## config.mk

```make
export PLATFORM = sky130hd
export DESIGN_NAME = exec_cmd_gen
export DESIGN_NICKNAME = d
export VERILOG_FILES = /design/src/rtl/exec_cmd_gen.sv
export SDC_FILE = /design/constraint.sdc
export NUM_CORES = 1
export LEC_CHECK = 0
export CAP_MARGIN = 20
export CORE_MARGIN = 2
export CORE_UTILIZATION = 40
export CTS_BUF_LIST = sky130_fd_sc_hd__clkbuf_4
export CTS_CLUSTER_SIZE = 28
export DETAILED_ROUTE_END_ITERATION = 7
export PLACE_DENSITY = 0.79
export REMOVE_ABC_BUFFERS = 1
export SYNTH_ARGS = -nofsm -noshare
export SYNTH_HDL_FRONTEND = slang
export SYNTH_SLANG_ARGS = --single-unit
```

## constraint.sdc

```tcl
create_clock -name clock -period 1.5 [get_ports clock]
set_clock_uncertainty 0.15 [all_clocks]
set_input_delay 0.3 -clock clock [delete_from_list [all_inputs] [get_ports clock]]
set_output_delay 0.3 -clock clock [all_outputs]
set_load 0.02 [all_outputs]
```

## src/rtl/exec_cmd_gen.sv

```systemverilog
// Execution-control command generator: turns bouncing asynchronous buttons and a
// hardware breakpoint into clean one-cycle run / step_phase / step_inst pulses.

module exec_cmd_debounce #(
   parameter int DB_CYCLES = 16
) (
   input  logic clock,
   input  logic reset,
   input  logic raw,
   output logic level
);
   localparam int CW = $clog2(DB_CYCLES);

   logic [1:0]    sync_pipe;
   logic [CW-1:0] cnt;

   // level only follows after DB_CYCLES consecutive differing synchronized samples
   always_ff @(posedge clock or posedge reset) begin
      if (reset) begin
         sync_pipe <= '0;
         cnt       <= '0;
         level     <= 1'b0;
      end else begin
         sync_pipe <= {sync_pipe[0], raw};
         if (sync_pipe[1] == level) begin
            cnt <= '0;
         end else if (cnt == CW'(DB_CYCLES - 1)) begin
            level <= sync_pipe[1];
            cnt   <= '0;
         end else begin
            cnt <= cnt + 1'b1;
         end
      end
   end
endmodule

module exec_cmd_gen #(
   parameter int DB_CYCLES = 16,
   parameter int AW        = 32
) (
   input  logic          clock,
   input  logic          reset,
   input  logic          btn_run,
   input  logic          btn_step_phase,
   input  logic          btn_step_inst,
   input  logic          running,
   input  logic [3:0]    cstate,
   input  logic [AW-1:0] next_pc,
   input  logic [AW-1:0] bp_addr,
   input  logic          bp_enable,
   output logic          run,
   output logic          step_phase,
   output logic          step_inst,
   output logic          bp_hit
);
   localparam int NUM_BTN = 3;
   localparam int BTN_RUN = 0;
   localparam int BTN_SI  = 1;
   localparam int BTN_SP  = 2;
   localparam logic [3:0] PH_EX = 4'b0100;

   // lockout: two cycles after any pulse in which no new user command is accepted
   typedef enum logic [1:0] {ARMED, LOCK_A, LOCK_B} lock_t;
   lock_t lock_q, lock_d;

   logic [NUM_BTN-1:0] btn_raw, db_lvl, db_q, req;
   logic bp_stop, acc_sp, acc_si, acc_run, user_acc, pulse;
   logic run_d, sp_d, si_d, hit_d;

   assign btn_raw = {btn_step_phase, btn_step_inst, btn_run};

   generate
      for (genvar i = 0; i < NUM_BTN; i++) begin : g_btn
         exec_cmd_debounce #(.DB_CYCLES(DB_CYCLES)) u_db (
            .clock (clock),
            .reset (reset),
            .raw   (btn_raw[i]),
            .level (db_lvl[i])
         );
      end
   endgenerate

   assign req = db_lvl & ~db_q;

   always_comb begin
      // exact one-hot compare: malformed cstate never counts as EX
      bp_stop  = running && (cstate == PH_EX) && bp_enable && (next_pc == bp_addr);
      acc_sp   = 1'b0;
      acc_si   = 1'b0;
      acc_run  = 1'b0;
      if (lock_q == ARMED) begin
         if (req[BTN_SP] && !running)      acc_sp  = 1'b1;
         else if (req[BTN_SI] && !running) acc_si  = 1'b1;
         else if (req[BTN_RUN])            acc_run = 1'b1;
      end
      user_acc = acc_sp | acc_si | acc_run;
      // breakpoint and user run merge into one toggle
      run_d    = bp_stop | acc_run;
      sp_d     = acc_sp;
      si_d     = acc_si;
      pulse    = run_d | sp_d | si_d;
      hit_d    = bp_hit;
      if (bp_stop)       hit_d = 1'b1;
      else if (user_acc) hit_d = 1'b0;
      lock_d   = ARMED;
      if (pulse)                 lock_d = LOCK_A;
      else if (lock_q == LOCK_A) lock_d = LOCK_B;
   end

   always_ff @(posedge clock or posedge reset) begin
      if (reset) begin
         lock_q     <= ARMED;
         db_q       <= '0;
         run        <= 1'b0;
         step_phase <= 1'b0;
         step_inst  <= 1'b0;
         bp_hit     <= 1'b0;
      end else begin
         lock_q     <= lock_d;
         db_q       <= db_lvl;
         run        <= run_d;
         step_phase <= sp_d;
         step_inst  <= si_d;
         bp_hit     <= hit_d;
      end
   end
endmodule

```

==> results of run 1 <==
==> worst min-delay path: stages <==
cell and delay [ns]:
clkdlybuf4s50_1 0.40, inv_1 0.10, buf_12 0.20
==> placed cells by master, fill, tap and decap left out, drive strengths merged <==
cell,instances
nor4,2
inv,4
nand3,3
buf,2
nor4bb,1
nand4,9
ha,3
mux2,3
clkbuf,6
dfrtp,30
clkdlybuf4s15,3
nor2b,4
nor3b,3
and3b,1
nand2b,2
bufinv,1
nand2,4
o21ai,5
nand4b,4
xnor2,38
clkdlybuf4s50,42
clkinv,1
a21oi,7
nor2,6
nor3,1
dlygate4sd2,29
dlymetal6s2s,3
==> worst max path at each step <==
stage | to | slack (ns) | cells past startpoint
final | lock_q[1] | 0.04 | 6
after global routing | lock_q[1] | -0.03 | 6
after CTS | lock_q[1] | 0.003 | 6
after detailed placement | lock_q[1] | -0.41 | 6
after global placement | lock_q[1] | -0.38 | 6
after floorplan | g_btn[2].u_db.level | 0.19 | 3
==> metal layers <==
layer  global-route usage, %  vias up  routed length [microns]
met2                   34.28       52                     1809
li1                        -      618                        -
met5                       0        -                        0
met4                   8.511        0                       65
met1                   17.06      586                     1181
met3                   9.028        6                      343
==> synth_stat cells, types with 2 or more instances <==
cell       n  area (sq um)
nand3_1    3         15.01
xnor2_1   38         332.8
nor3b_1    3         22.52
inv_1      4         15.01
nand2b_1   2         12.51
dfrtp_1   30         750.7
nor2_1     6         22.52
nand4b_1   4         35.03
mux2_2     3         33.78
nand2_1    4         15.01
ha_1       3         37.54
o21ai_0    5         25.02
nand4_1    8         50.05
a21oi_1    7         35.03
nor2b_1    4         25.02
==> state kept, by name, summed over array words and instances, names as in the netlist <==
signal and cells:
g_btn.u_db.cnt 12, g_btn.u_db.level 3, g_btn.u_db.sync_pipe 6, step_inst 1, bp_hit 1, db_q 3, lock_q 2, step_phase 1
run 1
==> cell type report <==
cell class | instances | area [sq um]
clock buffer | 5 | 37.54
clock inverter | 2 | 33.78
tap | 48 | 60.06
fill | 299 | 1212
sequential | 30 | 750.7
inverter | 4 | 15.01
multi-input combinational | 96 | 721.9
timing repair buffer | 80 | 774.5
==> power by group through the flow <==
stage	clock [mW]	combinational (mW)	sequential, mW
6_report	0.599	0.344	0.860
5_1_grt	0.658	0.378	0.864
2_1_floorplan	0	0.135	0.870
3_5_place_dp	0	0.375	0.876
3_3_place_gp	0	0.361	0.873
4_1_cts	0.619	0.350	0.860
==> kinds of logic (layout without fill, tap and decap cells) <==
family	after synthesis	after routing	synth area share (%)
multiplexers	3	3	2.271
adder cells (fa/ha/maj)	3	3	2.523
AO/OA/AOI/OAI	12	12	4.036
AND/OR/NAND/NOR	40	40	17.32
buffers and inverters	4	91	1.009
flip-flops	30	30	50.46
XOR/XNOR	38	38	22.37
==> what timing repair did <==
item,CTS,global route
cloned,0,0
endpoints found under the setup margin,5,4
pin swaps,22,9
gates resized for setup,34,7
==> metrics by stage <==
step | utilization, % | instance area, sq um | setup TNS, ns | worst slack [ns] | instances
after floorplan | - | 1488 | 0 | 0.1913 | 130
after global placement | 65.34 | 2356 | -1.113 | -0.3834 | 258
after detailed placement | 65.34 | 2356 | -1.178 | -0.4104 | 258
after CTS | 66.20 | 2387 | 0 | 0.003029 | 265
after global routing | 66.38 | 2394 | -0.02738 | -0.02738 | 265
final | 66.38 | 2394 | 0 | 0.03714 | 265
==> results.ini, run 1 <==
[outcome]
status = finished, final reports clean

[yosys]
synth.yosys.seq_area_share_pct = 50.46
synth_flop_cell = dfrtp_1
async_flop_share_pct = 100.0
synth-edff-count = 0
synth_warnings = 0
synth_seq_cells = 30
synth.distinct_cells = 21
syn_area_sq_um = 1488
synth_cells = 130
synth_area_per_cell_sq_um = 11.44

[setup_path]
reg2reg_slack_ns = 0.12
worstPathRequired_ns = 1.57
startpoint = bp_addr[13]
crit_family = simple AND/OR/NAND/NOR gates
critPathArrivalTime_ns = 1.54
cp-end-kind = flip-flop
rr_endpoint = g_btn[2].u_db.level
timing.rr.start = g_btn[2].u_db.cnt[0]
critPathLaunchType = primary input
crit_chain = clkdlybuf4s50_1, xnor2_1, nand4_1, nor2_1, nand4_2, and3b_1
crit_path_max_incr_delay_ns = 0.48
crit_fanout = 4
path_class = primary input to flip-flop
r2r_cells = 3
cp.buffers_inverters = 1
slowest_stage = clkdlybuf4s50_1

[clock_tree]
clk_pin_slew_worst_paths_ns = 0.09
clk_latency_ns = 0.34
htree_levels = 2
clock_sinks = 30
ctsHoldBuffers = 0
cts_root_buf = clkbuf_4
clk_path_buf_depth = 2
cts_setup_buffers = 0
cts_tree = done
numCtsBuffers = 5

[placement]
dp_hpwl_microns = 2909
place_congestion = 0.7137
port_buffers = 78

[drt]
drt_pass1_iterations = 3
drc = 0
vias_per_cell = 4.762
vias = 1262
ant_nets = 0
post_drt_wl_per_cell_microns = 12.83
drt_iter0_drc = 30
wl_microns = 3399

[pwr]
power_density_nw_per_um2 = 753.2
switching_share_pct = 22.09
seqPwrFrac_pct = 47.7
switchingPower_uw = 398.2
p_int_mw = 1.405
share_comb_of_total_power_pct = 19.1
clkPwrFrac_pct = 33.2
p_leak_nw = 1.039
ir_drop_v = 0.0003806
power.total_mw = 1.803

[floorplan]
die_x_microns = 64.99
core-area_sq_um = 3606
die_h_microns = 64.99
die_area_sq_um = 4223
io_pins = 79
rows = 22
start_util_pct = 41.26

[timing]
fin_crit_ns = 1.463
finalMaxSlewViolations = 0
whs_ns = 0.1474
min_period_over_period_pct = 97.52
fmax_mhz = 683.6
worstMarginPinSlew_ns = 0.3424
final-hold-violation-count = 0
relSlewSlack_pct = 77.01
rsz0062_at_grt = true
final-setup-viol-count = 0

[finish]
nNetsFinal = 295
drive_gt1_share_pct = 6.912
antenna_cells = 0
area_growth_pct = 60.89

[grt]
grt_pass1_wl_microns = 5782
antenna_found_initial = 0
grt_use_total_pct = 18.65
grt_pass1_vias = 1434
grt_max_degree = 31
gr-total-overflow = 0

[hold_path]
hp-class = primary input to async pin

[job]
drv_cap = 0

Power figures use the tool's default switching activity.
==> run 2, diff against run 1 <==
--- a/config.mk
+++ b/config.mk
@@ -5,12 +5,13 @@
 export SDC_FILE = /design/constraint.sdc
 export NUM_CORES = 1
 export LEC_CHECK = 0
-export CAP_MARGIN = 20
+export CAP_MARGIN = 5
 export CORE_MARGIN = 2
 export CORE_UTILIZATION = 40
 export CTS_BUF_LIST = sky130_fd_sc_hd__clkbuf_4
 export CTS_CLUSTER_SIZE = 28
 export DETAILED_ROUTE_END_ITERATION = 7
+export MAX_ROUTING_LAYER = met4
 export PLACE_DENSITY = 0.79
 export REMOVE_ABC_BUFFERS = 1
 export SYNTH_ARGS = -nofsm -noshare
==> run 2 against run 1 <==
  * Die area unchanged
  * Cell count unchanged
  * Core utilization unchanged
  * First-iteration DRC count up 13%
  * Critical path depth unchanged
  * Highest routed layer unchanged
  * Sequential cell count unchanged
  * Routed wire length about the same
  * Combinational power about the same
  * Sequential share of layout area unchanged
  * Global-route usage up 0.51 points
  * Clock power about the same
==> results.ini, run 2 (synthesis results as in run 1) <==
[floorplan]
die_x_microns = 64.99  ; unchanged
die_h_microns = 64.99  ; unchanged
start_util_pct = 41.26  ; unchanged
rows = 22  ; unchanged
die_area_sq_um = 4223  ; unchanged
core-area_sq_um = 3606  ; unchanged
io_pins = 79  ; unchanged

[timing]
rsz0062_at_grt = true  ; unchanged
finalMaxSlewViolations = 0  ; unchanged
fmax_mhz = 683.4  ; was 683.6 MHz
fin_ws_ns = 0.03662  ; was 0.03714 ns
final-setup-viol-count = 0  ; unchanged
final-hold-violation-count = 0  ; unchanged
relSlewSlack_pct = 76.99  ; was 77.01%
min_period_over_period_pct = 97.56  ; was 97.52%
worstMarginPinSlew_ns = 0.3426  ; was 0.3424 ns
fin_crit_ns = 1.463  ; about the same

[grt]
grt_pass1_vias = 1433  ; was 1434
gr-total-overflow = 0  ; unchanged
antenna_found_initial = 0  ; unchanged
grt_use_total_pct = 19.17  ; was 18.65%
grt_max_degree = 31  ; unchanged
grt_pass1_wl_microns = 5789  ; was 5782 microns

[pwr]
switching_share_pct = 22.08  ; was 22.09%
power.total_mw = 1.803  ; about the same
p_int_mw = 1.405  ; about the same
clkPwrFrac_pct = 33.2  ; about the same
p_leak_nw = 1.039  ; unchanged
switchingPower_uw = 398.0  ; was 398.2 uW
seqPwrFrac_pct = 47.7  ; about the same
power_density_nw_per_um2 = 753.1  ; was 753.2 nW/um^2
ir_drop_v = 0.0003806  ; about the same
share_comb_of_total_power_pct = 19.1  ; about the same

[placement]
place_area_sq_um = 2356  ; unchanged
placed_cells_incl_taps = 258  ; unchanged
place_ws_ns = -0.4104  ; unchanged
dp_hpwl_microns = 2909  ; unchanged
place_congestion = 0.7219  ; was 0.7137
port_buffers = 78  ; unchanged

[drt]
drt_iter0_drc = 34  ; was 30
drc = 0  ; unchanged
post_drt_wl_per_cell_microns = 12.82  ; was 12.83 microns
vias_per_cell = 4.777  ; was 4.762
ant_nets = 0  ; unchanged
drt_pass1_iterations = 3  ; unchanged
vias = 1266  ; was 1262
wl_microns = 3398  ; was 3399 microns

[finish]
final_cell_area_sq_um = 2394  ; unchanged
largest_reg_flops = 12  ; unchanged
post-route-util_pct = 66.38  ; unchanged
drive_gt1_share_pct = 6.912  ; unchanged
reg_top3 = g_btn.u_db.cnt x12, g_btn.u_db.sync_pipe x6  ; unchanged
final_common_cell = clkdlybuf4s50_1  ; unchanged
antenna_cells = 0  ; unchanged
nNetsFinal = 295  ; unchanged
regMostFlops = g_btn.u_db.cnt  ; unchanged
final_cell_mix = clkdlybuf4s50_1, xnor2_1, dfrtp_1  ; unchanged
final_cells = 265  ; unchanged
area_growth_pct = 60.89  ; unchanged

[setup_path]
cp-end-kind = flip-flop  ; unchanged
timing.rr.start = g_btn[2].u_db.cnt[0]  ; unchanged
rr_endpoint = g_btn[2].u_db.level  ; unchanged
r2r_cells = 3  ; unchanged
crit_fanout = 4  ; unchanged
reg2reg_slack_ns = 0.12  ; about the same
path_class = primary input to flip-flop  ; unchanged
critPathArrivalTime_ns = 1.54  ; about the same
crit_chain = clkdlybuf4s50_1, xnor2_1, nand4_1, nor2_1, nand4_2, and3b_1  ; unchanged
crit_family = simple AND/OR/NAND/NOR gates  ; unchanged
critPathLaunchType = primary input  ; unchanged
worstPathRequired_ns = 1.57  ; about the same
slowest_stage = clkdlybuf4s50_1  ; unchanged
cp.buffers_inverters = 1  ; unchanged
crit_path_max_incr_delay_ns = 0.48  ; about the same

[clock_tree]
clk_latency_ns = 0.34  ; about the same
clk_path_buf_depth = 2  ; unchanged
cts_root_buf = clkbuf_4  ; unchanged
numCtsBuffers = 5  ; unchanged
htree_levels = 2  ; unchanged
cts_tree = done  ; unchanged
clock_sinks = 30  ; unchanged
ctsHoldBuffers = 0  ; unchanged
clk_pin_slew_worst_paths_ns = 0.09  ; about the same

[outcome]
status = finished, final reports clean  ; unchanged

[hold_path]
hp-class = primary input to async pin  ; unchanged

[job]
drv_cap = 0  ; unchanged

[run 2: how the worst max path moves through the flow]
| stage | slack [ns] | cells after the start | from | to |
|---|---|---|---|---|
| floorplan | 0.19 | 3 | g_btn[2].u_db.cnt[0] | g_btn[2].u_db.level |
| global placement | -0.38 | 6 | next_pc[2] | lock_q[1] |
| detailed placement | -0.41 | 6 | bp_addr[24] | lock_q[1] |
| CTS | 0.003 | 6 | bp_addr[3] | lock_q[1] |
| global route | -0.03 | 6 | next_pc[20] | lock_q[1] |
| finish | 0.04 | 6 | bp_addr[13] | lock_q[1] |
[run 2: what timing repair did]
item | CTS | global route
setup buffers | 0 | 0
endpoints found under the setup margin | 5 | 4
gates cloned | 0 | 0
resized for setup | 34 | 7
pin swaps | 22 | 9
endpoints found under the hold margin | 0 | 0
[run 2: layer usage]
layer	up-vias	track usage [%]	share of wire, %
met4	0	8.511	2.1
met1	590	18.29	37
met3	6	7.118	7.6
met5	-	-	0
li1	618	-	-
met2	52	34.28	53
[run 2: area by class of cell]
class / count / area (sq um)
Clock inverter: 2 / 33.78
Sequential cell: 30 / 750.7
Tap cell: 48 / 60.06
Multi-Input combinational cell: 96 / 721.9
Inverter: 4 / 15.01
Clock buffer: 5 / 37.54
Fill cell: 299 / 1212
Timing Repair Buffer: 80 / 774.5
[run 2: power by group through the flow]
stage	logic, mW	registers, mW	clock network (mW)
6_report	0.344	0.860	0.599
5_1_grt	0.378	0.864	0.658
4_1_cts	0.350	0.860	0.619
3_5_place_dp	0.375	0.876	0
3_3_place_gp	0.361	0.873	0
2_1_floorplan	0.135	0.870	0
[run 2: worst min-delay path: cells and delay by family]
kind                   cells  cell delay (ns)
buffers and inverters      3             0.70
[run 2: through the flow]
stage | setup TNS [ns] | hold WS [ns]
finish | 0 | 0.1479
global route | -0.02737 | 0.1754
CTS | 0 | 0.1459
detailed placement | -1.178 | 0.1904
global placement | -1.113 | 0.1863
floorplan | 0 | 0.1812
